### config.mk
export PLATFORM = sky130hd
export DESIGN_NAME = voice_alloc
export DESIGN_NICKNAME = d
export VERILOG_FILES = /design/src/rtl/voice_alloc.sv
export SDC_FILE = /design/constraint.sdc
export NUM_CORES = 1
export LEC_CHECK = 0
export BUFFER_PORTS_ARGS = -buffer_cell sky130_fd_sc_hd__buf_2
export CAP_MARGIN = 20
export CORE_UTILIZATION = 25
export DETAILED_ROUTE_END_ITERATION = 16
export PLACE_DENSITY = 0.39
export SYNTH_ARGS = -nofsm -noshare
export SYNTH_HDL_FRONTEND = slang
export SYNTH_SLANG_ARGS = --single-unit
### constraint.sdc
create_clock -name clk -period 5.47 [get_ports clk]
set_input_delay 0.547 -clock clk [delete_from_list [all_inputs] [get_ports clk]]
set_output_delay 0.547 -clock clk [all_outputs]
set_load 0.005 [all_outputs]
### src/rtl/voice_alloc.sv
// voice_alloc: polyphonic voice allocator (hit/free lookup, age ranks, optional oldest-voice stealing).
// Define VOICE_ALLOC_STEAL_EN to steal the oldest voice instead of dropping presses when all voices are busy.
`timescale 1ns/1ps
module voice_alloc #(
    parameter int NUM_VOICES = 4,
    parameter int NOTE_W     = 7
) (
    input  logic                         clk,
    input  logic                         rst,
    input  logic                         ev_valid,
    output logic                         ev_ready,
    input  logic                         ev_press,
    input  logic [NOTE_W-1:0]            ev_note,
    input  logic [NUM_VOICES-1:0]        voice_idle,
    output logic [NUM_VOICES-1:0]        voice_press,
    output logic [NUM_VOICES*NOTE_W-1:0] voice_note,
    output logic                         busy,
    output logic [7:0]                   drop_cnt
);
    localparam int VW = (NUM_VOICES > 1) ? $clog2(NUM_VOICES) : 1;
    typedef logic [VW-1:0] vidx_t;
`ifdef VOICE_ALLOC_STEAL_EN
    typedef enum logic [1:0] {IDLE, LOOKUP, APPLY, STEAL} state_t;
`else
    typedef enum logic [1:0] {IDLE, LOOKUP, APPLY} state_t;
`endif
    state_t                      state_q, state_d;
    logic                        ready_q, ready_d, busy_q, busy_d, press_q, press_d;
    logic [NOTE_W-1:0]           note_q, note_d;
    logic [NUM_VOICES-1:0]       vpress_q, vpress_d;
    logic [NUM_VOICES*NOTE_W-1:0] vnote_q, vnote_d;
    logic [7:0]                  drop_q, drop_d;
    vidx_t                       rank_q [NUM_VOICES];
    vidx_t                       rank_d [NUM_VOICES];
    logic                        hit_q, hit_d, free_q, free_d, hit_c, free_c;
    vidx_t                       hit_v_q, hit_v_d, free_v_q, free_v_d, hit_v_c, free_v_c;
    logic                        newest_en;
    vidx_t                       newest_v;
`ifdef VOICE_ALLOC_STEAL_EN
    vidx_t                       old_v_q, old_v_d, old_v_c;
`endif

    assign ev_ready    = ready_q;
    assign busy        = busy_q;
    assign voice_press = vpress_q;
    assign voice_note  = vnote_q;
    assign drop_cnt    = drop_q;

    // Descending scan so the lowest matching voice wins.
    always_comb begin
        hit_c    = 1'b0;
        hit_v_c  = '0;
        free_c   = 1'b0;
        free_v_c = '0;
`ifdef VOICE_ALLOC_STEAL_EN
        old_v_c  = '0;
`endif
        for (int i = NUM_VOICES - 1; i >= 0; i--) begin
            if (vpress_q[i] && vnote_q[i*NOTE_W +: NOTE_W] == note_q) begin
                hit_c   = 1'b1;
                hit_v_c = vidx_t'(i);
            end
            if (!vpress_q[i] && voice_idle[i]) begin
                free_c   = 1'b1;
                free_v_c = vidx_t'(i);
            end
`ifdef VOICE_ALLOC_STEAL_EN
            if (rank_q[i] == '0) old_v_c = vidx_t'(i);
`endif
        end
    end

    always_comb begin
        for (int i = 0; i < NUM_VOICES; i++)
            rank_d[i] = !newest_en ? rank_q[i] :
                        (vidx_t'(i) == newest_v) ? vidx_t'(NUM_VOICES - 1) :
                        (rank_q[i] > rank_q[newest_v]) ? rank_q[i] - vidx_t'(1) : rank_q[i];
    end

    always_comb begin
        state_d   = state_q;
        press_d   = press_q;
        note_d    = note_q;
        vpress_d  = vpress_q;
        vnote_d   = vnote_q;
        drop_d    = drop_q;
        hit_d     = hit_q;
        hit_v_d   = hit_v_q;
        free_d    = free_q;
        free_v_d  = free_v_q;
        newest_en = 1'b0;
        newest_v  = free_v_q;
`ifdef VOICE_ALLOC_STEAL_EN
        old_v_d   = old_v_q;
`endif
        case (state_q)
            IDLE: if (ev_valid && ready_q) begin
                press_d = ev_press;
                note_d  = ev_note;
                state_d = LOOKUP;
            end
            LOOKUP: begin
                hit_d    = hit_c;
                hit_v_d  = hit_v_c;
                free_d   = free_c;
                free_v_d = free_v_c;
`ifdef VOICE_ALLOC_STEAL_EN
                old_v_d  = old_v_c;
`endif
                state_d  = APPLY;
            end
            APPLY: begin
                state_d = IDLE;
                if (press_q && !hit_q) begin
                    if (free_q) begin
                        vpress_d[free_v_q]                  = 1'b1;
                        vnote_d[free_v_q*NOTE_W +: NOTE_W] = note_q;
                        newest_en                           = 1'b1;
                    end else begin
`ifdef VOICE_ALLOC_STEAL_EN
                        vpress_d[old_v_q] = 1'b0;
                        state_d           = STEAL;
`else
                        drop_d = (drop_q == 8'hff) ? drop_q : drop_q + 8'd1;
`endif
                    end
                end else if (!press_q && hit_q) begin
                    vpress_d[hit_v_q] = 1'b0;
                end
            end
`ifdef VOICE_ALLOC_STEAL_EN
            // Victim stays released until its envelope has fully decayed.
            STEAL: if (voice_idle[old_v_q]) begin
                vpress_d[old_v_q]                  = 1'b1;
                vnote_d[old_v_q*NOTE_W +: NOTE_W] = note_q;
                newest_en                          = 1'b1;
                newest_v                           = old_v_q;
                state_d                            = IDLE;
            end
`endif
            default: state_d = IDLE;
        endcase
        ready_d = (state_d == IDLE);
        busy_d  = (state_d != IDLE);
    end

    always_ff @(posedge clk or negedge rst) begin
        if (!rst) begin
            state_q  <= IDLE;
            ready_q  <= 1'b0;
            busy_q   <= 1'b0;
            press_q  <= 1'b0;
            note_q   <= '0;
            vpress_q <= '0;
            vnote_q  <= '0;
            drop_q   <= '0;
            hit_q    <= 1'b0;
            hit_v_q  <= '0;
            free_q   <= 1'b0;
            free_v_q <= '0;
`ifdef VOICE_ALLOC_STEAL_EN
            old_v_q  <= '0;
`endif
            for (int i = 0; i < NUM_VOICES; i++) rank_q[i] <= vidx_t'(i);
        end else begin
            state_q  <= state_d;
            ready_q  <= ready_d;
            busy_q   <= busy_d;
            press_q  <= press_d;
            note_q   <= note_d;
            vpress_q <= vpress_d;
            vnote_q  <= vnote_d;
            drop_q   <= drop_d;
            hit_q    <= hit_d;
            hit_v_q  <= hit_v_d;
            free_q   <= free_d;
            free_v_q <= free_v_d;
`ifdef VOICE_ALLOC_STEAL_EN
            old_v_q  <= old_v_d;
`endif
            rank_q   <= rank_d;
        end
    end
endmodule
==> flow_summary.toml <==
[setup_path]
crit_fanout = 14
crit_path_cell_trace = "inv_1, ha_1, nor3b_1, nand2_1, o21ai_1"
required_ns = 5.72
crit_arrival_ns = 2.66
crit_buf_inv = 1
setup.worst_path.end_class = "flip-flop"
startpoint_type = "flip-flop"
slowest_stage = "nor3b_1"
cp_top_family = "simple AND/OR/NAND/NOR gates"
crit_type = "reg2reg"
max_stage_delay_ns = 0.76

[logic_synthesis]
synth_top_area_cell = "dfrtp_1"
syn_area_um2 = 2887
syn_nets = 308
synthArstFlopShare_pct = 100.0
syn_area_per_cell_um2 = 10.16
synth_edf_count = 0
synthCells = 284
ys_types = 35
synth_flop_cell = "dfrtp_1"
ys_seq_area_share_pct = 50.28
ys_seq_elements = 58
synth.area.top_cells = "dfrtp_1, xnor2_1, nand2_1"
synth_top_area_share_pct = 50.28
synth_most_common_cell = "dfrtp_1"
yosys_warnings = 0
synth.top_cells.by_count = "dfrtp_1, nand2_1, xnor2_1"

[floorplanning]
die_h_um = 109.5
start_util_pct = 26.17
io_pins = 57
die_x_um = 109.5
dieArea_um2 = 11980
num_rows = 38
fp.coreArea_um2 = 11030

[global_route]
antenna_found_initial = 0
track_usage_pct = 13.47
grt_pass1_vias = 2108
overflow = 0
grt_pass1_wl_mm = 11.79
grt_max_degree = 59

[route]
drc = 0
route.vias.total = 2159
firstDrtPassIters = 4
wl_mm = 7.355
wl_per_cell_um = 15.23
via_per_inst = 4.470
ant_nets = 0
drtIter0Drc = 108

[cts]
cts_buffers = 9
cts_resized = 0
cts.sinks = 58
clk_pin_slew_ns = 0.05
clkLatencyLatePin_ns = 0.33
cts_tree = "built"
clockBufferDepth = 2
postCtsSetupBuffers = 0
root_buffer = "clkbuf_16"
htree_levels = 3
hold_buffers = 0

[power_and_ir_drop]
ir_drop_mv = 0.2258
p_sw_mw = 0.6624
fin_total_pwr_mw = 1.810
p_leak_nw = 1.657
p_int_mw = 1.148
pwr-share-comb_pct = 29.3
clockPowerShare_pct = 29.4
swShare_pct = 36.60
seq_power_share_pct = 41.3
power.density_nw_per_um2 = 512.8

[cells_and_area]
n_antenna_cell = 0
final_nets = 362
multiInputGateArea_um2 = 1301
fillCellCount = 1193
drive_above_1_share_pct = 26.24
layout-area-overhead-vs-synth_pct = 22.28
seq_area_um2 = 1451

[timing]
setup_viol = 0
slew_headroom_pct = 41.21
fmax_ghz = 0.4159
rsz0062_at_grt = "false"
fin_crit_sh_pct = 43.96
skew_ns = 0.008766
setup_tns_ns = 0
finalHoldViolCount = 0
worst_pin_slew_ns = 0.8799
period_needed_ns = 2.404
maxSlewViolCount = 0

[placement]
place_congestion = 0.7320
port_buffers = 56
dp.final_hpwl_mm = 5.197

[run]
cap_violations = 0

[hold_path]
holdCritPathClass = "in2async"

[status]
status = "completed"
placed cells by master (no fill, tap or decap), drive strengths merged:
master	synthesis	final
and4bb	1	1
nor3	2	2
a21oi	11	11
and2	1	1
inv	8	8
or2	1	1
o31ai	5	5
o32ai	1	1
clkinv	0	2
a22oi	1	1
dfrtp	58	58
nor3b	2	2
mux2	9	9
xnor2	25	25
a31oi	1	1
nand2b	4	4
clkbuf	0	14
ha	9	9
nor2	11	11
nor4	2	2
xor2	10	10
nor2b	2	2
o21ai	27	27
nand4	10	10
and3	1	1
nand3	6	6
buf	14	57
o211a	1	1
o22ai	1	1
or4bb	1	1
nand2	59	59
registers in the layout, indices dropped and copies added (netlist names):
register,flops
voice_note,28
drop_cnt,8
note_q,7
voice_press,4
free_v_q,2
hit_v_q,2
state_q,2
busy,1
ev_ready,1
free_q,1
hit_q,1
press_q,1
final cells by class:
cell class / instances / area share (%)
tap: 140 / 4.963
clock inverter: 2 / 0.2836
timing repair buffer: 57 / 8.153
sequential: 58 / 41.12
multi-input combinational: 204 / 36.87
inverter: 8 / 0.8508
clock buffer: 14 / 7.763
through the flow:
| stage | setup WS, ns | hold slack [ns] | instances | utilization, % | cell area (um2) |
|---|---|---|---|---|---|
| 2_1_floorplan | 3.540 | 0.2514 | 284 | - | 2887 |
| 3_3_place_gp | 3.131 | 0.4846 | 467 | 29.42 | 3246 |
| 3_5_place_dp | 3.050 | 0.4836 | 467 | 29.42 | 3246 |
| 4_1_cts | 3.043 | 0.4361 | 483 | 32.00 | 3530 |
| 5_1_grt | 2.777 | 0.4531 | 483 | 32.00 | 3530 |
| 6_report | 3.066 | 0.3720 | 483 | 32.00 | 3530 |
power groups by stage:
| stage | clock network [mW] | logic (mW) | registers [mW] |
|---|---|---|---|
| after floorplan | 0 | 0.479 | 0.633 |
| after global placement | 0 | 0.533 | 0.763 |
| after detailed placement | 0 | 0.538 | 0.765 |
| after CTS | 0.546 | 0.541 | 0.757 |
| after global routing | 0.567 | 0.605 | 0.776 |
| final | 0.532 | 0.531 | 0.747 |
per-layer routing:
metal	up-vias	part of all wire, %	GRT usage [%]
met5	-	0	0
met4	0	1.0	4.571
met3	8	4.3	3.557
met2	58	46	21.07
met1	1033	48	17.95
li1	1060	-	-
logic make-up (layout without fill, tap and decap cells):
family                     after synthesis  in the layout  synth area share, %
DFF                                     58             58                50.28
xor gates and xnor gates                35             35                10.62
adders and majority gates                9              9                3.901
muxes                                    9              9                3.511
and+or+nand+nor                        103            103                17.55
buffers and inverters                   22             81                4.638
AOI/OAI and AO/OA                       48             48                9.493
path summary, 6_finish.rpt:
check	cells past startpoint	slack, ns	to	from
min in group clk	2	0.45	note_q[2]	ev_note[2]
worst min-delay path	2	0.37	drop_cnt[3]	rst
max in group asynchronous	2	4.56	voice_note[13]	rst
worst max-delay path	5	3.07	voice_note[19]	free_v_q[0]
worst min register to register	1	0.49	drop_cnt[7]	drop_cnt[7]
worst max register to register	5	3.07	voice_note[19]	free_v_q[0]
Note: power is estimated with default switching activity, not from simulation.
